### config.mk
export PLATFORM = sky130hd
export DESIGN_NAME = ad_scan_ctrl
export DESIGN_NICKNAME = d
export VERILOG_FILES = /design/src/rtl/ad_scan_ctrl.sv
export SDC_FILE = /design/constraint.sdc
export NUM_CORES = 1
export LEC_CHECK = 0
export CAP_MARGIN = 30
export CORE_MARGIN = 2
export CORE_UTILIZATION = 51
export CTS_CLUSTER_SIZE = 10
export DETAILED_ROUTE_END_ITERATION = 8
export PLACE_DENSITY = 0.76
export RECOVER_POWER = 25
export SKIP_LAST_GASP = 1
export SYNTH_ARGS = -nofsm -noshare
export SYNTH_HDL_FRONTEND = slang
export SYNTH_SLANG_ARGS = --single-unit
export TNS_END_PERCENT = 20
### constraint.sdc
create_clock -name clk -period 6.9 [get_ports clk]
set_input_delay 1.38 -clock clk [delete_from_list [all_inputs] [get_ports clk]]
set_output_delay 1.38 -clock clk [all_outputs]
set_load 0.03 [all_outputs]
### src/rtl/ad_scan_ctrl.sv
// ad_scan_ctrl: Avalon-MM controlled scanner for a 16-clock serial ADC frame.
// A host picks channels via CHMASK and starts a scan. Each frame sends the
// address of the next channel on ad_din and reads back the conversion of the
// channel addressed in the previous frame. The first frame of each scan only
// primes the ADC pipeline.
// Optional feature: define AD_SCAN_IRQ_EN to add the irq output and CTRL.IRQ_EN.
module ad_scan_ctrl #(
    parameter int CLK_DIV = 4,
    parameter int NUM_CH  = 8
) (
    input  logic        clk,
    input  logic        reset_n,
    input  logic [3:0]  address,
    input  logic        chipselect,
    input  logic        write_n,
    input  logic [15:0] writedata,
    output logic [15:0] readdata,
    output logic        ad_cs_n,
    output logic        ad_sclk,
    output logic        ad_din,
    input  logic        ad_dout
`ifdef AD_SCAN_IRQ_EN
    ,
    output logic        irq
`endif
);

    localparam logic [8:0] DIV_M1  = 9'(CLK_DIV - 1);
    localparam logic [8:0] DIV_M2  = 9'(CLK_DIV - 2);
    localparam logic [8:0] HOLD_M1 = 9'(2 * CLK_DIV - 1);
    localparam logic [7:0] CH_EN   = 8'((1 << NUM_CH) - 1);

    typedef enum logic [1:0] {ST_IDLE, ST_SETUP, ST_SHIFT, ST_HOLD} state_t;

    state_t      state_q, state_d;
    logic [8:0]  cnt_q, cnt_d;
    logic [3:0]  bit_q, bit_d;
    logic        half_q, half_d;
    logic [11:0] shift_q, shift_d;
    logic [7:0]  rem_q, rem_d;
    logic [2:0]  addr_q, addr_d;
    logic        addr_vld_q, addr_vld_d;
    logic [2:0]  prev_addr_q, prev_addr_d;
    logic        prev_vld_q, prev_vld_d;
    logic        cont_q, cont_d;
    logic        irq_en_q, irq_en_d;
    logic        done_q, done_d;
    logic [7:0]  chmask_q, chmask_d;
    logic [11:0] result_q [8];
    logic [11:0] result_d [8];
    logic        cs_n_q, cs_n_d;
    logic        sclk_q, sclk_d;
    logic        din_q, din_d;

    logic        wr;
    logic        start_go;
    logic        busy;
    logic [7:0]  scan_mask;
    logic [2:0]  rd_ch;
    logic        unused_ok;

    assign wr        = chipselect & ~write_n;
    assign start_go  = wr && (address == 4'd0) && writedata[0];
    assign busy      = (state_q != ST_IDLE);
    assign scan_mask = chmask_q & CH_EN;
    assign rd_ch     = {address[3], address[1:0]};
    assign unused_ok = ^writedata[15:8];

    assign ad_cs_n = cs_n_q;
    assign ad_sclk = sclk_q;
    assign ad_din  = din_q;
`ifdef AD_SCAN_IRQ_EN
    assign irq = done_q & irq_en_q;
`endif

    // Lowest enabled channel in a mask (0 when the mask is empty).
    function automatic logic [2:0] first_ch(input logic [7:0] m);
        first_ch = 3'd0;
        for (int i = 7; i >= 0; i--) begin
            if (m[i]) first_ch = 3'(i);
        end
    endfunction

    // Command bit for SCLK period k: address sits in periods 2..4, MSB first.
    function automatic logic frame_bit(input logic [3:0] k, input logic [2:0] a, input logic vld);
        case (k)
            4'd2:    frame_bit = a[2] & vld;
            4'd3:    frame_bit = a[1] & vld;
            4'd4:    frame_bit = a[0] & vld;
            default: frame_bit = 1'b0;
        endcase
    endfunction

    // Host read mux; RESULT reads see the pre-update value during an FSM write.
    always_comb begin
        readdata = 16'h0000;
        case (address)
            4'd0: readdata = {13'd0, irq_en_q, cont_q, 1'b0};
            4'd1: readdata = {14'd0, done_q, busy};
            4'd2: readdata = {8'd0, chmask_q};
            4'd4, 4'd5, 4'd6, 4'd7, 4'd8, 4'd9, 4'd10, 4'd11:
                  readdata = {4'd0, result_q[rd_ch]};
            default: readdata = 16'h0000;
        endcase
    end

    // Register writes plus the scan FSM next-state and output decode.
    always_comb begin
        state_d     = state_q;
        cnt_d       = cnt_q;
        bit_d       = bit_q;
        half_d      = half_q;
        shift_d     = shift_q;
        rem_d       = rem_q;
        addr_d      = addr_q;
        addr_vld_d  = addr_vld_q;
        prev_addr_d = prev_addr_q;
        prev_vld_d  = prev_vld_q;
        cont_d      = cont_q;
        irq_en_d    = irq_en_q;
        done_d      = done_q;
        chmask_d    = chmask_q;
        result_d    = result_q;
        cs_n_d      = cs_n_q;
        sclk_d      = sclk_q;
        din_d       = din_q;

        if (wr && address == 4'd0) begin
            cont_d = writedata[1];
`ifdef AD_SCAN_IRQ_EN
            irq_en_d = writedata[2];
`endif
        end
`ifndef AD_SCAN_IRQ_EN
        irq_en_d = 1'b0;
`endif
        if (wr && address == 4'd1) done_d = 1'b0;
        if (wr && address == 4'd2) chmask_d = writedata[7:0];

        case (state_q)
            ST_IDLE: begin
                if (start_go && scan_mask != 8'd0) begin
                    state_d    = ST_SETUP;
                    cnt_d      = 9'd0;
                    cs_n_d     = 1'b0;
                    sclk_d     = 1'b1;
                    din_d      = 1'b0;
                    addr_d     = first_ch(scan_mask);
                    addr_vld_d = 1'b1;
                    rem_d      = scan_mask & (scan_mask - 8'd1);
                    prev_vld_d = 1'b0;
                end
            end
            ST_SETUP: begin
                if (cnt_q == DIV_M1) begin
                    state_d = ST_SHIFT;
                    cnt_d   = 9'd0;
                    bit_d   = 4'd0;
                    half_d  = 1'b0;
                    sclk_d  = 1'b0;
                    din_d   = frame_bit(4'd0, addr_q, addr_vld_q);
                end else begin
                    cnt_d = cnt_q + 9'd1;
                end
            end
            ST_SHIFT: begin
                if (!half_q && cnt_q == DIV_M2) shift_d = {shift_q[10:0], ad_dout};
                if (cnt_q == DIV_M1) begin
                    cnt_d = 9'd0;
                    if (!half_q) begin
                        half_d = 1'b1;
                        sclk_d = 1'b1;
                    end else if (bit_q == 4'd15) begin
                        state_d = ST_HOLD;
                        cs_n_d  = 1'b1;
                        sclk_d  = 1'b1;
                        din_d   = 1'b0;
                    end else begin
                        bit_d  = bit_q + 4'd1;
                        half_d = 1'b0;
                        sclk_d = 1'b0;
                        din_d  = frame_bit(bit_q + 4'd1, addr_q, addr_vld_q);
                    end
                end else begin
                    cnt_d = cnt_q + 9'd1;
                end
            end
            ST_HOLD: begin
                if (cnt_q == HOLD_M1) begin
                    cnt_d = 9'd0;
                    if (prev_vld_q) result_d[prev_addr_q] = shift_q;
                    if (addr_vld_q) begin
                        state_d     = ST_SETUP;
                        cs_n_d      = 1'b0;
                        prev_addr_d = addr_q;
                        prev_vld_d  = 1'b1;
                        addr_vld_d  = (rem_q != 8'd0);
                        addr_d      = first_ch(rem_q);
                        rem_d       = rem_q & (rem_q - 8'd1);
                    end else begin
                        done_d = 1'b1;
                        if (cont_q && scan_mask != 8'd0) begin
                            state_d    = ST_SETUP;
                            cs_n_d     = 1'b0;
                            addr_d     = first_ch(scan_mask);
                            addr_vld_d = 1'b1;
                            rem_d      = scan_mask & (scan_mask - 8'd1);
                            prev_vld_d = 1'b0;
                        end else begin
                            state_d = ST_IDLE;
                        end
                    end
                end else begin
                    cnt_d = cnt_q + 9'd1;
                end
            end
            default: state_d = ST_IDLE;
        endcase
    end

    // State and register flops; reset aborts any frame without a RESULT write.
    always_ff @(posedge clk or negedge reset_n) begin
        if (!reset_n) begin
            state_q     <= ST_IDLE;
            cnt_q       <= 9'd0;
            bit_q       <= 4'd0;
            half_q      <= 1'b0;
            shift_q     <= 12'd0;
            rem_q       <= 8'd0;
            addr_q      <= 3'd0;
            addr_vld_q  <= 1'b0;
            prev_addr_q <= 3'd0;
            prev_vld_q  <= 1'b0;
            cont_q      <= 1'b0;
            irq_en_q    <= 1'b0;
            done_q      <= 1'b0;
            chmask_q    <= 8'd0;
            for (int i = 0; i < 8; i++) result_q[i] <= 12'd0;
            cs_n_q      <= 1'b1;
            sclk_q      <= 1'b1;
            din_q       <= 1'b0;
        end else begin
            state_q     <= state_d;
            cnt_q       <= cnt_d;
            bit_q       <= bit_d;
            half_q      <= half_d;
            shift_q     <= shift_d;
            rem_q       <= rem_d;
            addr_q      <= addr_d;
            addr_vld_q  <= addr_vld_d;
            prev_addr_q <= prev_addr_d;
            prev_vld_q  <= prev_vld_d;
            cont_q      <= cont_d;
            irq_en_q    <= irq_en_d;
            done_q      <= done_d;
            chmask_q    <= chmask_d;
            result_q    <= result_d;
            cs_n_q      <= cs_n_d;
            sclk_q      <= sclk_d;
            din_q       <= din_d;
        end
    end

endmodule

==> tab_implementation.tex <==
\begin{tabular}{lr}
\hline
Metric & Value \\
\hline
\multicolumn{2}{l}{\textbf{Die}} \\
Die Y-Extent & 127.5 microns \\
Overall die width & 127.5 microns \\
Standard cell core area & 15030 sq um \\
Area of the die & 16270 sq um \\
I/O pin count & 44 \\
Initial cell density of the core & 0.5178 \\
FP Rows & 45 \\
\multicolumn{2}{l}{\textbf{CTS}} \\
Clock buffers created by TritonCTS & 17 \\
TritonCTS clock tree & done \\
Number of sinks handled by clock tree synthesis & 152 \\
Master cell of the clock root buffer & clkbuf\_16 \\
CTS Buffer Depth & 2 \\
Depth of the CTS H-tree & 4 \\
Post-cts hold buffer count & 0 \\
Clock-pin slew on the worst setup and hold paths & 0.06 ns \\
Setup Buffers After CTS & 0 \\
Clk\_lat worst skew & 0.43 ns \\
Post-CTS resize count & 0 \\
\multicolumn{2}{l}{\textbf{Synthesis}} \\
Sequential cell area fraction in the yosys report & 0.4890 \\
Share of flip-flops with an asynchronous set or reset & 1.000 \\
Top cell type by total area after synthesis & dfrtp\_1 \\
Yosys reg bits & 152 \\
Area of the mapped netlist & 7784 sq um \\
Average cell area after synthesis & 12.93 sq um \\
Area share of the largest cell type after synthesis & 0.4822 \\
Largest cells by area after synthesis & dfrtp\_1 48\%, mux2\_2 13\%, mux4\_2 6.9\%, mux2\_4 6.0\%, o21ai\_0 2.1\% \\
Most instantiated flip-flop cell in the synthesis netlist & dfrtp\_1 \\
Number of distinct library cells after synthesis & 67 \\
Yosys synthesis warning count & 0 \\
Gate count after technology mapping & 602 \\
Number of enable-type register cells in the synthesized netlist & 0 \\
\multicolumn{2}{l}{\textbf{Timing}} \\
Achievable clock frequency & 0.1865 GHz \\
Final-layout worst hold slack & 0.4881 ns \\
Fin. max-slew vios & 71 \\
Hold violation total from the final report & 0 \\
Final number of setup-violating endpoints & 0 \\
Clock tree skew after final layout & 0.01134 ns \\
Tcrit/Tclk final & 0.7771 \\
Unrepaired setup endpoints after global routing & false \\
Worst max-slew margin expressed relative to the limit & -1.415 \\
Clock period minus final worst setup slack & 5.362 ns \\
Final-layout setup total negative slack & 0 ns \\
Slew at the pin closest to its max-slew limit & 3.623 ns \\
\multicolumn{2}{l}{\textbf{Detailed routing}} \\
Met2 WL post-DR & 7917 microns \\
Number of antenna-violating nets in the routed design & 0 \\
M1 wire length & 7320 microns \\
Detailed-route DRC error count & 0 \\
Violation count after the first detailed-route iteration & 414 \\
Met3 wire length & 619 microns \\
WL/cell & 19.56 microns \\
Via density per instance & 5.907 \\
Total Wirelength & 16060 microns \\
Top routing layer used & met4 \\
First-pass iteration count of the detailed router & 4 \\
Via count & 4850 \\
\multicolumn{2}{l}{\textbf{Global route}} \\
Initial antenna violation count & 0 \\
Maximum number of pins on one net before global-route repair & 84 \\
Vias in the first global route & 5009 \\
Wire length of the first global-routing pass & 26250 microns \\
Global route total overflow & 0 \\
Global Route Usage Sum & 0.2077 \\
\multicolumn{2}{l}{\textbf{Worst setup path}} \\
Start-to-end type of the worst setup path & in2out \\
Required time at the worst-slack endpoint & 5.52 ns \\
Worst setup startpoint & address[1] \\
Nature of the critical path endpoint & output pin \\
Max Fanout on Critical Path & 27 \\
Critical Path AT & 3.98 ns \\
R2R cell count & 6 \\
Flop-to-flop setup slack & 3.95 ns \\
Capture instance of the worst register-to-register path & result\_q[71] \\
Reg-to-reg critical path startpoint & state\_q[0] \\
Type of element launching the critical path & input pin \\
Critical path endpoint & readdata[3] \\
\multicolumn{2}{l}{\textbf{Min path}} \\
Worst min-delay path category & reg2reg \\
Start point of the worst hold path & ad\_sclk \\
Worst hold stages & 2 \\
\multicolumn{2}{l}{\textbf{Run status}} \\
Violations in the final reports & capacitance limit, slew limit \\
Run status & complete, but fails checks \\
\multicolumn{2}{l}{\textbf{Placed design}} \\
Detailed placer's ending HPWL & 10530 microns \\
Final weighted congestion of routability-driven global placement & 0.7949 \\
Count of input and output buffers & 31 \\
\multicolumn{2}{l}{\textbf{Final layout}} \\
Antenna cells & 0 \\
Layout cells sized above 1 & 0.3365 \\
Leading cell type in the layout, fill and taps excluded & dfrtp\_1 \\
Final net count & 656 \\
Most used cells in the layout excluding fill and tap cells & 150 x dfrtp\_1, 93 x mux2\_2, 39 x nand2\_1, 33 x o21ai\_0, 31 x mux2\_4 \\
Area grow syn2layout & 13.12\% \\
\multicolumn{2}{l}{\textbf{Pwr}} \\
Static leakage & 4.228 nW \\
Maximum resistive drop on vdd & 0.0001886 V \\
Power Dens Cells & 295.6 nW/um\^{}2 \\
\multicolumn{2}{l}{\textbf{Run}} \\
Number of max-cap violations & 1 \\
\hline
\end{tabular}
[flip-flops by register name (all words and copies together) (netlist names)]
register,flops
ad_cs_n,1
half_q,1
cont_q,1
shift_q,12
state_q,2
done_q,1
cnt_q,9
chmask_q,8
addr_vld_q,1
addr_q,3
bit_q,4
rem_q,7
result_q,96
ad_sclk,1
prev_vld_q,1
prev_addr_q,3
ad_din,1
[worst min-delay path by stage]
stage | end | slack (ns)
after floorplan | done_q | 0.47
after global placement | ad_sclk | 0.47
after detailed placement | ad_sclk | 0.48
after CTS | ad_sclk | 0.49
after global routing | ad_sclk | 0.50
final | ad_sclk | 0.49
[where the power goes]
group	internal, mW	switching [mW]
clock network	0.578	0.389
registers	0.969	0.117
logic	0.229	0.320
total	1.78	0.826
[per-layer routing]
layer	GRT usage	vias to the layer above
li1	-	2249
met1	0.2880	2496
met2	0.3319	89
met3	0.04271	16
met4	0.06529	0
met5	0	-
[final cells by class]
type | instances | area (sq um)
Clock buffer | 17 | 425.4
Inverter | 12 | 45.04
Fill cell | 1137 | 6228
Sequential cell | 152 | 3806
Clock inverter | 15 | 192.7
Multi-Input combinational cell | 396 | 3697
Timing Repair Buffer | 41 | 402.9
Tap cell | 188 | 235.2
[kinds of logic after synthesis]
logic type | after synthesis | synth area share
adders and majority gates | 11 | 0.01768
DFF | 152 | 0.4890
other | 1 | 0.0004818
xor gates and xnor gates | 2 | 0.002251
and+or+nand+nor | 132 | 0.1006
muxes | 152 | 0.2689
AOI/OAI and AO/OA | 95 | 0.08295
buffers and inverters | 57 | 0.03810
[cell usage after synthesis (2+ instances only)]
master,n
a21oi_1,10
nor2_1,23
or2_2,3
clkbuf_1,15
o31ai_1,13
o21bai_1,3
and3_1,4
nor2b_1,10
mux2_4,31
dfrtp_1,150
nand3b_4,3
o211ai_1,3
o31a_1,2
or3_1,4
a22oi_1,6
buf_4,7
dfstp_2,2
mux4_2,24
mux2_2,93
nor3_1,6
nand2_1,39
mux2i_1,4
nand3_1,10
a41o_1,2
nand3b_1,4
o21ai_0,33
a21o_1,2
nand2b_1,4
or4_1,3
buf_2,3
buf_6,7
a22o_1,5
buf_1,13
nor4_1,5
nand4b_1,2
ha_1,11
inv_1,12
xnor2_1,2
[critical path, stage by stage]
cell	delay, ns
clkdlybuf4s50_1	0.57
buf_4	0.42
nor4b_2	0.56
nand2_1	0.22
nand2_1	0.14
clkdlybuf4s50_1	0.68
[per-stage QoR]
step,power [mW],utilization,worst slack [ns],area [sq um],std cells
finish,2.603,0.5857,1.538,8805,821
global route,2.733,0.5857,1.444,8805,821
CTS,2.610,0.5846,1.516,8788,820
detailed placement,1.640,0.5435,1.534,8170,788
global placement,1.620,0.5422,1.527,8150,787
floorplan,1.496,-,2.384,7795,605
Note: power is estimated with default switching activity, not from simulation.
